--- src/rtl/shift_sequencer_pkg.sv ---
// shift_sequencer_pkg: op encodings, ALU control codes and FSM state type
package shift_sequencer_pkg;
  typedef enum logic [1:0] {OP_SLL = 2'b00, OP_SRL = 2'b01, OP_SRA = 2'b10, OP_RSV = 2'b11} op_e;
  typedef enum logic [1:0] {S_IDLE, S_SHIFT, S_DONE} state_e;
  localparam logic [5:0] CTRL_NOP  = 6'h00;
  localparam logic [5:0] CTRL_SLL1 = 6'h0A;
  localparam logic [5:0] CTRL_SLL2 = 6'h0B;
  localparam logic [5:0] CTRL_SLL8 = 6'h0C;
  localparam logic [5:0] CTRL_SRL1 = 6'h0D;
  localparam logic [5:0] CTRL_SRL2 = 6'h0E;
  localparam logic [5:0] CTRL_SRL8 = 6'h0F;
  localparam logic [5:0] CTRL_SRA1 = 6'h10;
  localparam logic [5:0] CTRL_SRA2 = 6'h11;
  localparam logic [5:0] CTRL_SRA8 = 6'h12;
  // largest step not exceeding the remaining count, so rem never underflows
  function automatic logic [4:0] step_of(logic [4:0] rem);
    return rem >= 5'd8 ? 5'd8 : rem >= 5'd2 ? 5'd2 : 5'd1;
  endfunction
endpackage

--- src/rtl/shift_sequencer_if.sv ---
// shift_sequencer_if: request/response and external ALU signals of the sequencer
interface shift_sequencer_if;
  logic        start;
  logic [1:0]  op;
  logic [4:0]  shamt;
  logic [31:0] operand;
  logic        busy;
  logic        done;
  logic [31:0] result;
  logic [5:0]  alu_ctrl;
  logic [31:0] alu_a;
  logic [31:0] alu_b;
  logic [31:0] alu_r;
  modport master (output start, op, shamt, operand, alu_r,
                  input  busy, done, result, alu_ctrl, alu_a, alu_b);
  modport slave  (input  start, op, shamt, operand, alu_r,
                  output busy, done, result, alu_ctrl, alu_a, alu_b);
endinterface

--- src/rtl/shift_sequencer_step_sel.sv ---
// shift_step_sel: picks the next shift step and the matching ALU control code
module shift_step_sel
  import shift_sequencer_pkg::*;
(
  input  logic [4:0] rem,
  input  logic [1:0] op,
  output logic [4:0] step,
  output logic [5:0] ctrl
);
  logic [5:0] w_ofs;
  // codes are contiguous per op in step order 1,2,8, so offset from the x1 code
  always_comb begin
    step  = step_of(rem);
    w_ofs = step == 5'd8 ? 6'd2 : step == 5'd2 ? 6'd1 : 6'd0;
    ctrl  = op == OP_SLL ? CTRL_SLL1 + w_ofs :
            op == OP_SRL ? CTRL_SRL1 + w_ofs :
            op == OP_SRA ? CTRL_SRA1 + w_ofs : CTRL_NOP;
  end
endmodule

--- src/rtl/shift_sequencer.sv ---
// shift_sequencer: multi-cycle shift driven through an external ALU in steps of 8/2/1
module shift_sequencer
  import shift_sequencer_pkg::*;
(
  input  logic               clk,
  input  logic               rst_n,
  shift_sequencer_if.slave   bus
);
  state_e      r_state, w_state_nxt;
  logic [31:0] r_acc, w_acc_nxt, r_result;
  logic [4:0]  r_rem, w_rem_nxt, w_step;
  logic [1:0]  r_op, w_op_nxt;
  logic [5:0]  w_ctrl;
  shift_step_sel u_step_sel (
    .rem  (r_rem),
    .op   (r_op),
    .step (w_step),
    .ctrl (w_ctrl)
  );
  // next-state logic: latch request in IDLE, consume one ALU step per SHIFT cycle
  always_comb begin
    w_state_nxt = r_state;
    w_acc_nxt   = r_acc;
    w_rem_nxt   = r_rem;
    w_op_nxt    = r_op;
    case (r_state)
      S_IDLE: if (bus.start) begin
        w_acc_nxt   = bus.operand;
        w_rem_nxt   = bus.shamt;
        w_op_nxt    = bus.op;
        w_state_nxt = (bus.shamt != 5'd0 && bus.op != OP_RSV) ? S_SHIFT : S_DONE;
      end
      S_SHIFT: begin
        w_acc_nxt   = bus.alu_r;
        w_rem_nxt   = r_rem - w_step;
        w_state_nxt = (r_rem == w_step) ? S_DONE : S_SHIFT;
      end
      default: w_state_nxt = S_IDLE;
    endcase
  end
  // state registers; result is captured on entry to DONE so it is valid with the done pulse
  always_ff @(posedge clk or negedge rst_n) begin
    if (!rst_n) begin
      r_state  <= S_IDLE;
      r_acc    <= '0;
      r_rem    <= '0;
      r_op     <= '0;
      r_result <= '0;
    end else begin
      r_state <= w_state_nxt;
      r_acc   <= w_acc_nxt;
      r_rem   <= w_rem_nxt;
      r_op    <= w_op_nxt;
      if (w_state_nxt == S_DONE) r_result <= w_acc_nxt;
    end
  end
  // outputs: ALU is only driven while shifting
  always_comb begin
    bus.busy     = r_state != S_IDLE;
    bus.done     = r_state == S_DONE;
    bus.result   = r_result;
    bus.alu_a    = '0;
    bus.alu_b    = r_state == S_SHIFT ? r_acc : '0;
    bus.alu_ctrl = r_state == S_SHIFT ? w_ctrl : CTRL_NOP;
  end
endmodule

--- src/flat_wrapper.sv ---
// flat-port wrapper written by rule: the top's interface ports become plain ports
module shift_sequencer_flat import shift_sequencer_pkg::*;
  (clk, rst_n, bus_start, bus_op, bus_shamt, bus_operand, bus_alu_r, bus_busy, bus_done, bus_result, bus_alu_ctrl, bus_alu_a, bus_alu_b);
  shift_sequencer_if bus_i ();
  input  logic clk;
  input  logic rst_n;
  input wire logic [$bits(bus_i.start)-1:0] bus_start;
  input wire logic [$bits(bus_i.op)-1:0] bus_op;
  input wire logic [$bits(bus_i.shamt)-1:0] bus_shamt;
  input wire logic [$bits(bus_i.operand)-1:0] bus_operand;
  input wire logic [$bits(bus_i.alu_r)-1:0] bus_alu_r;
  output wire logic [$bits(bus_i.busy)-1:0] bus_busy;
  output wire logic [$bits(bus_i.done)-1:0] bus_done;
  output wire logic [$bits(bus_i.result)-1:0] bus_result;
  output wire logic [$bits(bus_i.alu_ctrl)-1:0] bus_alu_ctrl;
  output wire logic [$bits(bus_i.alu_a)-1:0] bus_alu_a;
  output wire logic [$bits(bus_i.alu_b)-1:0] bus_alu_b;
  assign bus_i.start = bus_start;
  assign bus_i.op = bus_op;
  assign bus_i.shamt = bus_shamt;
  assign bus_i.operand = bus_operand;
  assign bus_i.alu_r = bus_alu_r;
  assign bus_busy = bus_i.busy;
  assign bus_done = bus_i.done;
  assign bus_result = bus_i.result;
  assign bus_alu_ctrl = bus_i.alu_ctrl;
  assign bus_alu_a = bus_i.alu_a;
  assign bus_alu_b = bus_i.alu_b;
  shift_sequencer u_core (.clk(clk), .rst_n(rst_n), .bus(bus_i));
endmodule
--- config.mk ---
export PLATFORM = sky130hd
export DESIGN_NAME = shift_sequencer_flat
export DESIGN_NICKNAME = d
export VERILOG_FILES = /design/src/rtl/shift_sequencer_pkg.sv /design/src/rtl/shift_sequencer_if.sv /design/src/rtl/shift_sequencer_step_sel.sv /design/src/rtl/shift_sequencer.sv /design/src/flat_wrapper.sv
export SDC_FILE = /design/constraint.sdc
export NUM_CORES = 1
export LEC_CHECK = 0
export CELL_PAD_IN_SITES_DETAIL_PLACEMENT = 0
export CELL_PAD_IN_SITES_GLOBAL_PLACEMENT = 1
export CORE_MARGIN = 5
export CORE_UTILIZATION = 28
export DETAILED_ROUTE_END_ITERATION = 12
export GPL_ROUTABILITY_DRIVEN = 0
export PLACE_DENSITY_LB_ADDON = 0.1
export RECOVER_POWER = 50
export SYNTH_ARGS = -nofsm -noshare
export SYNTH_HDL_FRONTEND = slang
export SYNTH_SLANG_ARGS = --single-unit
export TNS_END_PERCENT = 10
--- constraint.sdc ---
create_clock -name clk -period 2.2 [get_ports clk]
set_clock_uncertainty 0.2 [all_clocks]
set_input_delay 0.44 -clock clk [delete_from_list [all_inputs] [get_ports clk]]
set_output_delay 0.44 -clock clk [all_outputs]
set_load 0.02 [all_outputs]
==> metrics.txt, run 1 <==
Layout fillers=1376; CP arrival=2.36 ns; Clock Latency Late Sink=0.32 ns; Slew headroom=43.3%; Final Cell Area=6060 um2; Ys Warns=0; CTS Sinks=73; crit-path max FO=10; DPL Wire Length=8420 um; worst setup path class=flop to flop; Initial Utilization=28.5%; vias per cell=4.43; Power Total=0.00884 W; post-synthesis sequential area ratio=46.2%; status=finished with violations; #FFs+latches synth=73; core area=13900 um2; min-delay src=u_core.bus.result[25]; die span in x=129 um; Area after DPL=5700 um2; root buffer cell=clkbuf_16; synth unique cells=43; DR iter-0 viols=83; area of the multi-input gates=1830 um2; dpl ws=-0.277 ns; drt first pass iters=6; Total GRT Usage=14.1%; CP Launch Point=u_core.r_rem[3]; setup violators final=35; antenna violation net count after detailed routing=0; DIE AREA=16600 um2; EDFF count, synth=0; pwr dens=1460 nW/um2; max_cap viols=0; crit path capture type=flop; CTS max path bufs=2; FF+latch area=1830 um2; start of the worst register-to-register path=u_core.r_rem[3]; DR vias=3244; setup TNS=-3.83 ns; Syn Std Cell Area=3960 um2; # port buffers=144; Reg clk slew, reported paths=0.06 ns; H-tree levels=3; Top FF cell, synth=dfrtp_1; Area Growth Syn to Fin=53.0%; per-cell routed wire length=16.2 um; leakage power=2.77 nW; initial antenna violation count=0; CTS buffer count=9; die height=129 um; Min-Delay Path Class=flop to flop; drt total wl=11900 um; largest net degree at the start of global routing=46; top-level port count=178; first-pass GRT wire length=18300 um; startpoint class of the critical path=flop; cell count after synthesis=381; Final Cycle Share=107%; number of remaining DRC errors=0; n_diodes=0; layout cells sized above 1=26.0%; Worst Setup Slack, final=-0.153 ns; # rows=43; asr flop ratio synth=100%; failing checks=negative setup slack; Final Max Tran Viols=0; Max Clock Freq=425 MHz; vias in the first global route=3508; Fin. Hold Viols=0; unrepaired setup endpoints after global routing=yes; Final Net Count=630; worst vdd ir=0.826 mV; grt ovf=0; worst slew pin tran=0.850 ns; Critical Path RT=2.21 ns; Final Util=43.6%; CTS tree=yes; Syn Area/Cell=10.4 um2; post-layout min period=2.35 ns
[metrics by stage]
stage,hold WS [ns],instances
floorplan,-0.0556,413
global placement,0.217,714
detailed placement,0.222,714
CTS,0.286,729
global route,0.313,733
finish,0.300,733
[cell type report]
| type | count | area share [%] |
|---|---|---|
| Tap cell | 180 | 3.72 |
| Inverter | 36 | 2.23 |
| Clock inverter | 1 | 0.0826 |
| Multi-Input combinational cell | 244 | 30.3 |
| Timing Repair Buffer | 188 | 29.3 |
| Sequential cell | 73 | 30.2 |
| Clock buffer | 11 | 4.17 |
[cells by family after synthesis]
kind of cell | count (synthesis) | synth area share (%)
buffers and inverters | 96 | 13.8
adder cells (fa/ha/maj) | 4 | 1.45
flip-flops | 73 | 46.2
AND/OR/NAND/NOR | 85 | 11.8
multiplexers | 36 | 10.2
other | 1 | 0.0948
XOR/XNOR | 1 | 0.221
AO/OA/AOI/OAI | 85 | 16.3
[sequential cells by signal, summed over array words and instances, names as in the netlist]
| register | flops |
|---|---|
| u_core.bus.result | 32 |
| u_core.r_acc | 32 |
| u_core.r_op | 2 |
| u_core.r_rem | 5 |
| u_core.r_state | 2 |
[power breakdown]
| group | switching, W | internal [W] |
|---|---|---|
| Sequential | 0.000386 | 0.00201 |
| Combinational | 0.00258 | 0.00256 |
| Clock | 0.000501 | 0.000796 |
| Total | 0.00347 | 0.00537 |
[metal layers]
metal  up-vias  routed length (um)  global-route usage (%)
li1       1591                   -                       -
met1      1541                5220                    18.0
met2       102                5800                    23.7
met3        10                 729                    3.45
met4         0                 146                    4.63
met5         -                   0                       0
[worst max-delay path, cell delays in order, from the launching register on]
cell,delay [ns]
dfrtp_2,0.44
nor2_4,0.14
o21ai_2,0.07
ha_1,0.30
and2_4,0.15
nand4_1,0.12
a21oi_4,0.18
buf_12,0.14
clkbuf_16,0.16
mux2_2,0.33
[final timing paths]
check / to / slack, ns / depth (start not counted)
worst max-delay path: u_core.bus.result[15] / -0.15 / 9
worst min-delay path: u_core.bus.result[25] / 0.30 / 1
worst max register to register: u_core.bus.result[15] / -0.15 / 9
worst min register to register: u_core.bus.result[25] / 0.30 / 1
max in group asynchronous: u_core.bus.result[6] / 0.22 / 3
min in group asynchronous: u_core.r_acc[11] / 0.56 / 2
[repair_timing]
| action | in CTS | in global routing |
|---|---|---|
| endpoints found under the hold margin | 30 | 0 |
| hold buffers | 1 | 0 |
| buffers inserted | 1 | 2 |
| cloned | 1 | 2 |
| gates resized for setup | 155 | 28 |
| setup endpoints to repair | 72 | 51 |
| pin swaps | 3 | 0 |
[placed cells by master (no fill, tap or decap), types with 21 or more instances in the layout]
cell type        instances
and2_1                  32
buf_2                   22
buf_4                   33
clkdlybuf4s50_1        104
conb_1                  33
dfrtp_1                 70
inv_1                   36
mux2_4                  23
nand2_1                 21
o21ai_0                 21
[cell usage after synthesis, drive strengths merged (2+ instances only)]
cell / number / area share, %
dfrtp: 73 / 46
buf: 51 / 9.5
inv: 36 / 3.4
mux2: 35 / 10
and2: 34 / 5.4
o21ai: 22 / 2.8
nand2: 21 / 2.0
o311ai: 19 / 4.2
o22a: 15 / 3.3
a2bb2oi: 14 / 3.3
nor2: 13 / 1.3
a21oi: 9 / 1.4
clkbuf: 9 / 0.89
nand2b: 4 / 0.82
ha: 3 / 0.95
nor2b: 3 / 0.47
o32ai: 2 / 0.44
(Power assumes the default switching activity.)
==> inputs of run 2 (changes only) <==
CORE_UTILIZATION = 29   (was 28)
CTS_BUF_LIST = sky130_fd_sc_hd__clkbuf_2   (was not set)
PLACE_DENSITY = 0.91   (was not set)
PLACE_DENSITY_LB_ADDON = not set   (was 0.1)
==> metrics.txt, run 2 (synthesis gave the netlist of run 1 again) <==
status=finished with violations; DR vias=3400 (+4.8%); pwr dens=1440 nW/um2 (-1.2%); antenna violation net count after detailed routing=0 (unchanged); number of remaining DRC errors=0 (unchanged); delay-heaviest family, CP=flip-flops; vias in the first global route=3639 (+3.7%); most frequent cells in the layout=clkdlybuf4s50_1, dfrtp_1, buf_4; path length in cells of the critical path=6 (-3); worst-path cell chain=nor2_2, o21ai_2, buf_4, and3b_1, o21a_1, buf_2; CP peak stage delay=0.49 ns (+0.05 ns); CTS tree=yes; Final Net Count=639 (+1.4%); CP arrival=1.87 ns (-0.49 ns); drt first pass iters=4 (-2); grt ovf=0 (unchanged); startpoint class of the critical path=flop; Worst Path Buf+Inv=2 (unchanged); unrepaired setup endpoints after global routing=yes; # port buffers=144 (unchanged); drt total wl=11700 um (-1.9%); CTS max path bufs=2 (unchanged); die span in x=127 um (-1.6%); cells on worst reg2reg path=9 (unchanged); vias per cell=4.58 (+3.5%); per-cell routed wire length=15.7 um (-3.1%); DPL Wire Length=8680 um (+3.1%); Worst Setup Slack, final=-0.310 ns (-0.158 ns); top-level port count=178 (unchanged); setup violators final=69 (+97%); # rows=42 (-2.3%); Clock Latency Late Sink=0.52 ns (+0.20 ns); Slew headroom=9.37% (-34 points); CTS Sinks=73 (unchanged); Reg clk slew, reported paths=0.21 ns (+0.15 ns); failing checks=negative setup slack; n_diodes=0 (unchanged); H-tree levels=3 (unchanged); Total GRT Usage=14.1% (-0.025 points); initial antenna violation count=0 (unchanged); crit-path max FO=4 (-6); Fin. Hold Viols=0 (unchanged); worst vdd ir=0.639 mV (-23%); Min-Delay Path Class=flop to flop; Final Cycle Share=114% (+7.2 points); die height=127 um (-1.6%); dpl ws=-0.270 ns (+0.00663 ns); largest net degree at the start of global routing=57 (+24%); worst setup path class=flop to output port; leakage power=2.87 nW (+3.6%); Critical Path RT=1.56 ns (-0.65 ns); DR iter-0 viols=86 (+3.6%); hold path cells=1 (unchanged); crit path capture type=output port; Area Growth Syn to Fin=54.3%; worst slew pin tran=1.36 ns (+0.509 ns); first-pass GRT wire length=18100 um (-1.1%); Initial Utilization=29.8% (+1.3 points); max_cap viols=0 (unchanged); slowest CP cell=dfrtp_2; commonest non-fill, non-tap cell in the layout=clkdlybuf4s50_1; Power Total=0.00881 W (-0.36%); Final Max Tran Viols=0 (unchanged); post-layout min period=2.51 ns (+0.158 ns); core area=13300 um2 (-4.2%); Final Util=45.9% (+2.3 points); layout cells sized above 1=30.9% (+4.9 points); root buffer cell=clkbuf_2; Max Clock Freq=398 MHz (-6.3%); DIE AREA=16100 um2 (-3.2%); CTS buffer count=9 (unchanged)
[run 2: final cells by class]
class	count	area, um2
flip-flops and latches	73	1830
multi-input cells	244	1820
inverters	36	135
repair buffers	197	1930
clock buffers	10	50.0
clock inverters	6	115
fillers	1252	7190
well taps	176	220
[run 2: path summary, 6_finish.rpt]
path / start / endpoint / slack (ns)
setup / recovery: u_core.r_rem[4] / bus_alu_ctrl[0] / -0.31
hold / removal: u_core.bus.result[30] / u_core.bus.result[30] / 0.31
setup reg to reg: u_core.r_rem[4] / u_core.bus.result[27] / -0.24
hold reg to reg: u_core.bus.result[30] / u_core.bus.result[30] / 0.31
max in group asynchronous: rst_n / u_core.r_acc[30] / 0.25
min in group asynchronous: rst_n / u_core.bus.result[11] / 0.52
[run 2: power breakdown]
| part | switching, W | internal (W) |
|---|---|---|
| registers | 0.000410 | 0.00200 |
| logic | 0.00265 | 0.00276 |
| clock network | 0.000496 | 0.000500 |
| total | 0.00355 | 0.00526 |
[run 2: metrics by stage]
step           cells  hold WS (ns)  instance area [um2]  setup TNS (ns)
2_1_floorplan    413       -0.0556                 4080           -1.80
3_3_place_gp     719         0.267                 5740           -6.58
3_5_place_dp     719         0.278                 5740           -8.69
4_1_cts          739         0.233                 5960          -10.69
5_1_grt          742         0.244                 6110          -19.27
6_report         742         0.306                 6110          -10.19
[run 2: what timing repair did]
item	in CTS	in global routing
resized for setup	268	26
setup buffers	3	1
cloned	0	2
pin swaps	7	20
setup endpoints to repair	103	74
hold endpoints to repair	50	0
hold buffers	1	0
[run 2: worst register-to-register path, stage by stage (launching register included)]
cell     delay (ns)
dfrtp_2        0.49
nor2_2         0.15
o21ai_2        0.08
ha_1           0.30
and2_1         0.14
nand4_1        0.16
a21oi_4        0.21
buf_12         0.14
buf_6          0.14
mux2_2         0.33
[run 2: layer usage]
metal	vias to the layer above	track usage, %	part of all wire [%]
li1	1602	-	-
met1	1667	17.0	42
met2	123	24.2	50
met3	8	4.58	7.2
met4	0	3.97	0.90
met5	-	0	0
